<file path="src/rtl/conv_pkg.sv">
// Shared sizes, FSM state type and stall-LFSR constants for the convolution frame source.
package conv_pkg;

    localparam int DATA_WIDTH_X = 8;
    localparam int DATA_WIDTH_F = 8;
    localparam int X_SIZE       = 128;
    localparam int F_SIZE       = 32;

    typedef enum logic [1:0] {
        IDLE,
        SEND,
        DONE
    } state_t;

    localparam logic [7:0] LFSR_SEED_X = 8'hA5;
    localparam logic [7:0] LFSR_SEED_F = 8'h3C;

    // 8-bit Fibonacci LFSR, taps 8,6,5,4, shifting toward the MSB.
    function automatic logic [7:0] lfsrStep(input logic [7:0] s);
        return {s[6:0], s[7] ^ s[5] ^ s[4] ^ s[3]};
    endfunction

endpackage

</file>
<file path="src/rtl/stream_src_chan.sv">
// One valid/ready source channel: frame buffer, element counter, output registers.
// With CONV_SRC_STALL_EN defined, an LFSR gates each new assertion of valid.
module stream_src_chan
    import conv_pkg::*;
#(
    parameter int         DATA_W = 8,
    parameter int         SIZE   = 128,
    parameter int         ADDR_W = 7,
    parameter logic [7:0] SEED   = 8'hA5
) (
    input  logic              clk,
    input  logic              reset,
    input  logic              i_wr_en,
    input  logic [ADDR_W-1:0] i_wr_addr,
    input  logic [DATA_W-1:0] i_wr_data,
    input  logic              i_start,
`ifdef CONV_SRC_STALL_EN
    input  logic              i_busy,
`endif
    input  logic              i_ready,
    output logic              o_valid,
    output logic [DATA_W-1:0] o_data,
    output logic              o_finished
);

    localparam int IDX_W = $clog2(SIZE);
    localparam logic [IDX_W-1:0] LAST = IDX_W'(SIZE - 1);

    logic [DATA_W-1:0] r_mem [SIZE];
    logic [IDX_W-1:0]  r_count;
    logic              r_active;
    logic              r_valid;
    logic [DATA_W-1:0] r_data;
    logic              w_xfer;
    logic              w_gate;
    logic [IDX_W-1:0]  w_nextIdx;

    assign w_xfer    = r_valid & i_ready;
    assign w_nextIdx = r_count + 1'b1;

`ifdef CONV_SRC_STALL_EN
    logic [7:0] r_lfsr;

    always_ff @(posedge clk or negedge reset) begin
        if (!reset) begin
            r_lfsr <= SEED;
        end else if (i_busy) begin
            r_lfsr <= lfsrStep(r_lfsr);
        end
    end

    assign w_gate = r_lfsr[0];
`else
    assign w_gate = 1'b1;
`endif

    // Buffer holds its contents across reset; out-of-range addresses are dropped.
    always_ff @(posedge clk) begin
        if (i_wr_en && (32'(i_wr_addr) < 32'(SIZE))) begin
            r_mem[i_wr_addr[IDX_W-1:0]] <= i_wr_data;
        end
    end

    always_ff @(posedge clk or negedge reset) begin
        if (!reset) begin
            r_count  <= '0;
            r_active <= 1'b0;
            r_valid  <= 1'b0;
            r_data   <= '0;
        end else if (i_start) begin
            r_count  <= '0;
            r_active <= 1'b1;
            r_valid  <= w_gate;
            r_data   <= r_mem[IDX_W'(0)];
        end else if (r_active) begin
            if (w_xfer && (r_count == LAST)) begin
                r_active <= 1'b0;
                r_valid  <= 1'b0;
            end else if (w_xfer) begin
                r_count <= w_nextIdx;
                r_valid <= w_gate;
                r_data  <= r_mem[w_nextIdx];
            end else if (!r_valid) begin
                // Element pending but not yet presented (stall gate was low).
                r_valid <= w_gate;
                r_data  <= r_mem[r_count];
            end
        end
    end

    assign o_valid    = r_valid;
    assign o_data     = r_data;
    assign o_finished = ~r_active;

endmodule

</file>
<file path="src/rtl/conv_frame_src.sv">
// Frame source feeding one X frame and one F frame to the convolution engine.
// Optional stall insertion: define CONV_SRC_STALL_EN.
module conv_frame_src
    import conv_pkg::*;
#(
    parameter int DATA_WIDTH_X = conv_pkg::DATA_WIDTH_X,
    parameter int DATA_WIDTH_F = conv_pkg::DATA_WIDTH_F,
    parameter int X_SIZE       = conv_pkg::X_SIZE,
    parameter int F_SIZE       = conv_pkg::F_SIZE
) (
    input  logic                           clk,
    input  logic                           reset,
    input  logic                           ld_wr_en,
    input  logic                           ld_sel,
    input  logic [$clog2(X_SIZE)-1:0]      ld_addr,
    input  logic [((DATA_WIDTH_X > DATA_WIDTH_F) ? DATA_WIDTH_X : DATA_WIDTH_F)-1:0] ld_data,
    input  logic                           start,
    output logic                           busy,
    output logic                           done,
    output logic                           m_valid_x,
    input  logic                           m_ready_x,
    output logic signed [DATA_WIDTH_X-1:0] m_data_out_x,
    output logic                           m_valid_f,
    input  logic                           m_ready_f,
    output logic signed [DATA_WIDTH_F-1:0] m_data_out_f
);

    localparam int ADDR_W = $clog2(X_SIZE);

    state_t r_state;
    state_t w_nextState;
    logic   w_startFrame;
    logic   w_finX;
    logic   w_finF;
    logic   w_wrX;
    logic   w_wrF;

    assign w_startFrame = (r_state == IDLE) && start;
    assign w_wrX        = ld_wr_en && !busy && !ld_sel;
    assign w_wrF        = ld_wr_en && !busy && ld_sel;

    always_ff @(posedge clk or negedge reset) begin
        if (!reset) begin
            r_state <= IDLE;
        end else begin
            r_state <= w_nextState;
        end
    end

    // SEND waits for both channels, whichever finishes last.
    always_comb begin
        w_nextState = r_state;
        busy        = 1'b0;
        done        = 1'b0;
        case (r_state)
            IDLE: begin
                if (start) begin
                    w_nextState = SEND;
                end
            end
            SEND: begin
                busy = 1'b1;
                if (w_finX && w_finF) begin
                    w_nextState = DONE;
                end
            end
            DONE: begin
                busy        = 1'b1;
                done        = 1'b1;
                w_nextState = IDLE;
            end
            default: w_nextState = IDLE;
        endcase
    end

    stream_src_chan #(
        .DATA_W (DATA_WIDTH_X),
        .SIZE   (X_SIZE),
        .ADDR_W (ADDR_W),
        .SEED   (LFSR_SEED_X)
    ) u_chanX (
        .clk        (clk),
        .reset      (reset),
        .i_wr_en    (w_wrX),
        .i_wr_addr  (ld_addr),
        .i_wr_data  (ld_data[DATA_WIDTH_X-1:0]),
        .i_start    (w_startFrame),
`ifdef CONV_SRC_STALL_EN
        .i_busy     (busy),
`endif
        .i_ready    (m_ready_x),
        .o_valid    (m_valid_x),
        .o_data     (m_data_out_x),
        .o_finished (w_finX)
    );

    stream_src_chan #(
        .DATA_W (DATA_WIDTH_F),
        .SIZE   (F_SIZE),
        .ADDR_W (ADDR_W),
        .SEED   (LFSR_SEED_F)
    ) u_chanF (
        .clk        (clk),
        .reset      (reset),
        .i_wr_en    (w_wrF),
        .i_wr_addr  (ld_addr),
        .i_wr_data  (ld_data[DATA_WIDTH_F-1:0]),
        .i_start    (w_startFrame),
`ifdef CONV_SRC_STALL_EN
        .i_busy     (busy),
`endif
        .i_ready    (m_ready_f),
        .o_valid    (m_valid_f),
        .o_data     (m_data_out_f),
        .o_finished (w_finF)
    );

endmodule

</file>
<file path="config.mk">
export PLATFORM = sky130hd
export DESIGN_NAME = conv_frame_src
export DESIGN_NICKNAME = d
export VERILOG_FILES = /design/src/rtl/conv_pkg.sv /design/src/rtl/stream_src_chan.sv /design/src/rtl/conv_frame_src.sv
export SDC_FILE = /design/constraint.sdc
export NUM_CORES = 2
export LEC_CHECK = 0
export CORE_ASPECT_RATIO = 1.5
export CORE_MARGIN = 10
export CORE_UTILIZATION = 25
export CTS_CLUSTER_SIZE = 16
export DETAILED_ROUTE_END_ITERATION = 8
export PLACE_DENSITY_LB_ADDON = 0.3
export SLEW_MARGIN = 20
export SYNTH_ARGS = -nofsm -noshare
export SYNTH_HDL_FRONTEND = slang
export SYNTH_HIERARCHICAL = 1
export SYNTH_SLANG_ARGS = --single-unit
</file>
<file path="constraint.sdc">
create_clock -name clk -period 3.8 [get_ports clk]
set_input_delay 0.95 -clock clk [delete_from_list [all_inputs] [get_ports clk]]
set_output_delay 0.95 -clock clk [all_outputs]
set_load 0.05 [all_outputs]
</file>
==> metrics.md <==
| Metric | Value |
|---|---|
| Nets | 3884 |
| Post-Syn Instances | 3481 |
| Fin crit period | 3660 ps |
| Top FF cell, synth | edfxtp_1 |
| Post-synthesis sequential area ratio | 62.7% |
| Hold buffers post-CTS | 0 |
| CP Launch Type | register |
| Synthesized area | 0.0626 mm2 |
| Die Height | 633 um |
| Setup Skew | 70.8 ps |
| Placed instance area | 0.0698 mm2 |
| Die width | 429 um |
| Dominant cell type by area after synthesis | edfxtp_1 |
| Placed Cells | 7000 |
| Critical path fanouts, max | 68 |
| Comb pwr share | 44.6% |
| TritonCTS buffer count | 141 |
| Status | finished, final reports clean |
| Crit end category | register |
| XOR/XNOR Fraction of Synth Area | 0.164% |
| Yosys cell types | 78 |
| Share of the synthesized area in the top cell type | 61.4% |
| Fill cells | 24700 |
| Crit path DAT | 4330 ps |
| Syn_area_per_cell | 18.0 um2 |
| Clock sink total | 1314 |
| Layout cell share with drive strength beyond 1 | 33.3% |
| PwrDens | 727 mW/mm2 |
| Hold Crit Class | in -> async |
| Area grow syn2layout | 18.4% |
| Pre-Repair DR Iteration Count | 6 |
| GPL Wtd Cong | 0.959 |
| Simple-Gate Fraction of Synth Area | 5.26% |
| Rows | 225 |
| Setup TNS | 0 ps |
| Least-Margin Pin Slew | 1170 ps |
| Commonest non-fill, non-tap cell in the layout | edfxtp_1 |
| Largest net degree at the start of global routing | 93 |
| Synth area leaders | edfxtp_1 61%, mux4_2 22%, mux2i_1 2.1% |
| Post-synthesis compound-gate area fraction | 3.88% |
| RSZ-0062 raised after global routing | no |
| Finish-stage setup viols | 0 |
| Core footprint | 0.250 mm2 |
| CP Class | reg -> reg |
| Net Count, Synth | 3511 |
| FFs w/ async S/R, synth | 2.59% |
| IO buf count | 41 |
| WL/cell | 30.6 um |
| Max rail drop VDD | 0.479 mV |
| Die Footprint | 0.271 mm2 |
| Adder-cell share of the synthesized area | 0.160% |
| Max cap viols | 0 |
| Initial Utilization | 25.1% |
| CTS tree | yes |
| Vias in the first global route | 39300 |
| Antenna Nets Post-Route | 0 |
| HPWL after DPL | 158 mm |
| Initial antenna violation count | 6 |
| Post-route design area | 0.0742 mm2 |
| GRT overflow | 0 |
| Net switching power | 19.2 mW |
| Fmax | 273 MHz |
| First-pass GRT wire length | 311 mm |
| Mux share of post-synthesis cell area | 25.4% |
| CTS root buf | clkbuf_16 |
| CTS max path bufs | 4 |
| Io pins | 42 |
| Flop pwr share | 30.2% |
| Drc violations | 0 |
| Routed wire length | 221 mm |
| Yosys reg bits | 1314 |
| CTS H-tree lvls | 4 |
| Final period util | 96.4% |
| Largest family of logic cells by synthesized area | multiplexers |
| Worst slew margin | 21.7% |
| Worst Hold Margin | 333 ps |
| Leakage | 23.2 nW |
| Net Sw Frac | 35.6% |
| Vias per std cell | 5.19 |
| Required time of the worst setup path | 4460 ps |
| Most frequent cells in the layout | 1280 x edfxtp_1, 621 x mux4_2, 391 x buf_4, 277 x nand2_1, 216 x nor2_1 |
| Non-Filler Instances | 7243 |
| Initial DRC count | 3822 |
| GR Util All Layers | 15.9% |
| Reg clk slew, reported paths | 70 ps |
| Synthesis Warnings | 6 |
| P_int | 34.7 mW |
| Clk pwr share | 25.2% |
| Post-synth EDFFs | 1280 |
| Fin. Hold Viols | 0 |
| Max Slew Vio Count | 0 |
| Vias after detailed routing | 37600 |
| Clock Latency Late Sink | 810 ps |
## routing by layer
metal	share of wire, %	wire, um	vias to the layer above	global-route usage, %
li1	-	-	15400	-
met1	35	78200	20400	17.4
met2	53	118000	1342	29.2
met3	5.0	11100	441	2.30
met4	6.4	14200	8	8.80
met5	0.027	60	-	0
## metrics by stage
stage / power (mW) / setup WS, ps / utilization, %
finish: 53.9 / 137 / 29.7
global route: 55.9 / 41.4 / 29.7
CTS: 54.6 / 49.9 / 29.7
detailed placement: 40.8 / -126 / 27.9
global placement: 40.8 / -173 / 27.9
floorplan: 32.0 / 827 / -
## power by group through the flow
stage               Combinational (mW)  Clock (mW)  Sequential (mW)
CTS                               24.3        13.9             16.3
detailed placement                24.2           0             16.6
floorplan                         15.2           0             16.7
global placement                  24.2           0             16.6
global route                      25.2        14.5             16.3
finish                            24.1        13.6             16.3
## registers in the layout (all words and copies together), names as in the netlist
signal,count
u_chanX/r_mem,1024
u_chanF/r_mem,256
u_chanF/o_data,8
u_chanX/o_data,8
u_chanX/r_count,7
u_chanF/r_count,5
r_state,2
u_chanF/o_valid,1
u_chanF/r_active,1
u_chanX/o_valid,1
u_chanX/r_active,1
## Yosys cell counts (all sizes together), types with 13 or more instances
library cell  number
a211oi            18
a21oi             70
a22oi             28
a31oi             30
and3              23
buf              195
clkbuf            58
dfrtp             34
edfxtp          1280
inv               15
mux2              34
mux2i            133
mux4             628
nand2            277
nand2b            13
nand3             86
nand4             29
nor2             218
nor2b             30
nor3              19
nor4              14
o211ai            13
o21ai             40
o221ai            19
o22ai             24
## area by class of cell
cell class              count  area (um2)  area share (%)
flip-flops and latches   1314       39300            53.0
multi-input cells        1898       21900            29.6
repair buffers            483        4380            5.91
well taps                3291        4120            5.55
clock buffers             164        3700            4.99
clock inverters            72         672           0.906
inverters                  16        60.1          0.0810
diodes                      5        12.5          0.0169
## kinds of logic after synthesis
kind of cell,Yosys count
flops,1314
mux,795
xor+xnor,10
simple gates,738
compound gates,347
buf+inv,269
fa+ha+maj,8
## critical path, cell delays in order, from the launching register on
cell and delay, ps:
dfrtp_4 440, buf_12 280, buf_12 410, mux4_2 590, a22o_1 220, a221oi_1 530, o22ai_1 170, a21oi_1 370
o22ai_1 140, o32a_1 340
## worst paths after layout
check / startpoint / to / slack, ps / cells after the start
setup / recovery: u_chanX/r_count[0]$_DFFE_PN0P_ / u_chanX/o_data[7]$_DFFE_PN0P_ / 140 / 9
hold / removal: reset / u_chanF/r_count[2]$_DFFE_PN0P_ / 330 / 1
setup reg to reg: u_chanX/r_count[0]$_DFFE_PN0P_ / u_chanX/o_data[7]$_DFFE_PN0P_ / 140 / 9
hold reg to reg: u_chanX/o_data[1]$_DFFE_PN0P_ / u_chanX/o_data[1]$_DFFE_PN0P_ / 510 / 1
max in group asynchronous: reset / u_chanX/r_count[2]$_DFFE_PN0P_ / 2680 / 1
min in group clk: ld_data[2] / u_chanX/r_mem[69][2]$_DFFE_PP_ / 510 / 1
## what timing repair did
item | 4_1_cts | 5_1_grt
setup endpoints to repair | 1 | 1
pin swaps | 1 | 0
buffers inserted | 2 | 0
resized for setup | 0 | 1
(Power assumes the default switching activity.)
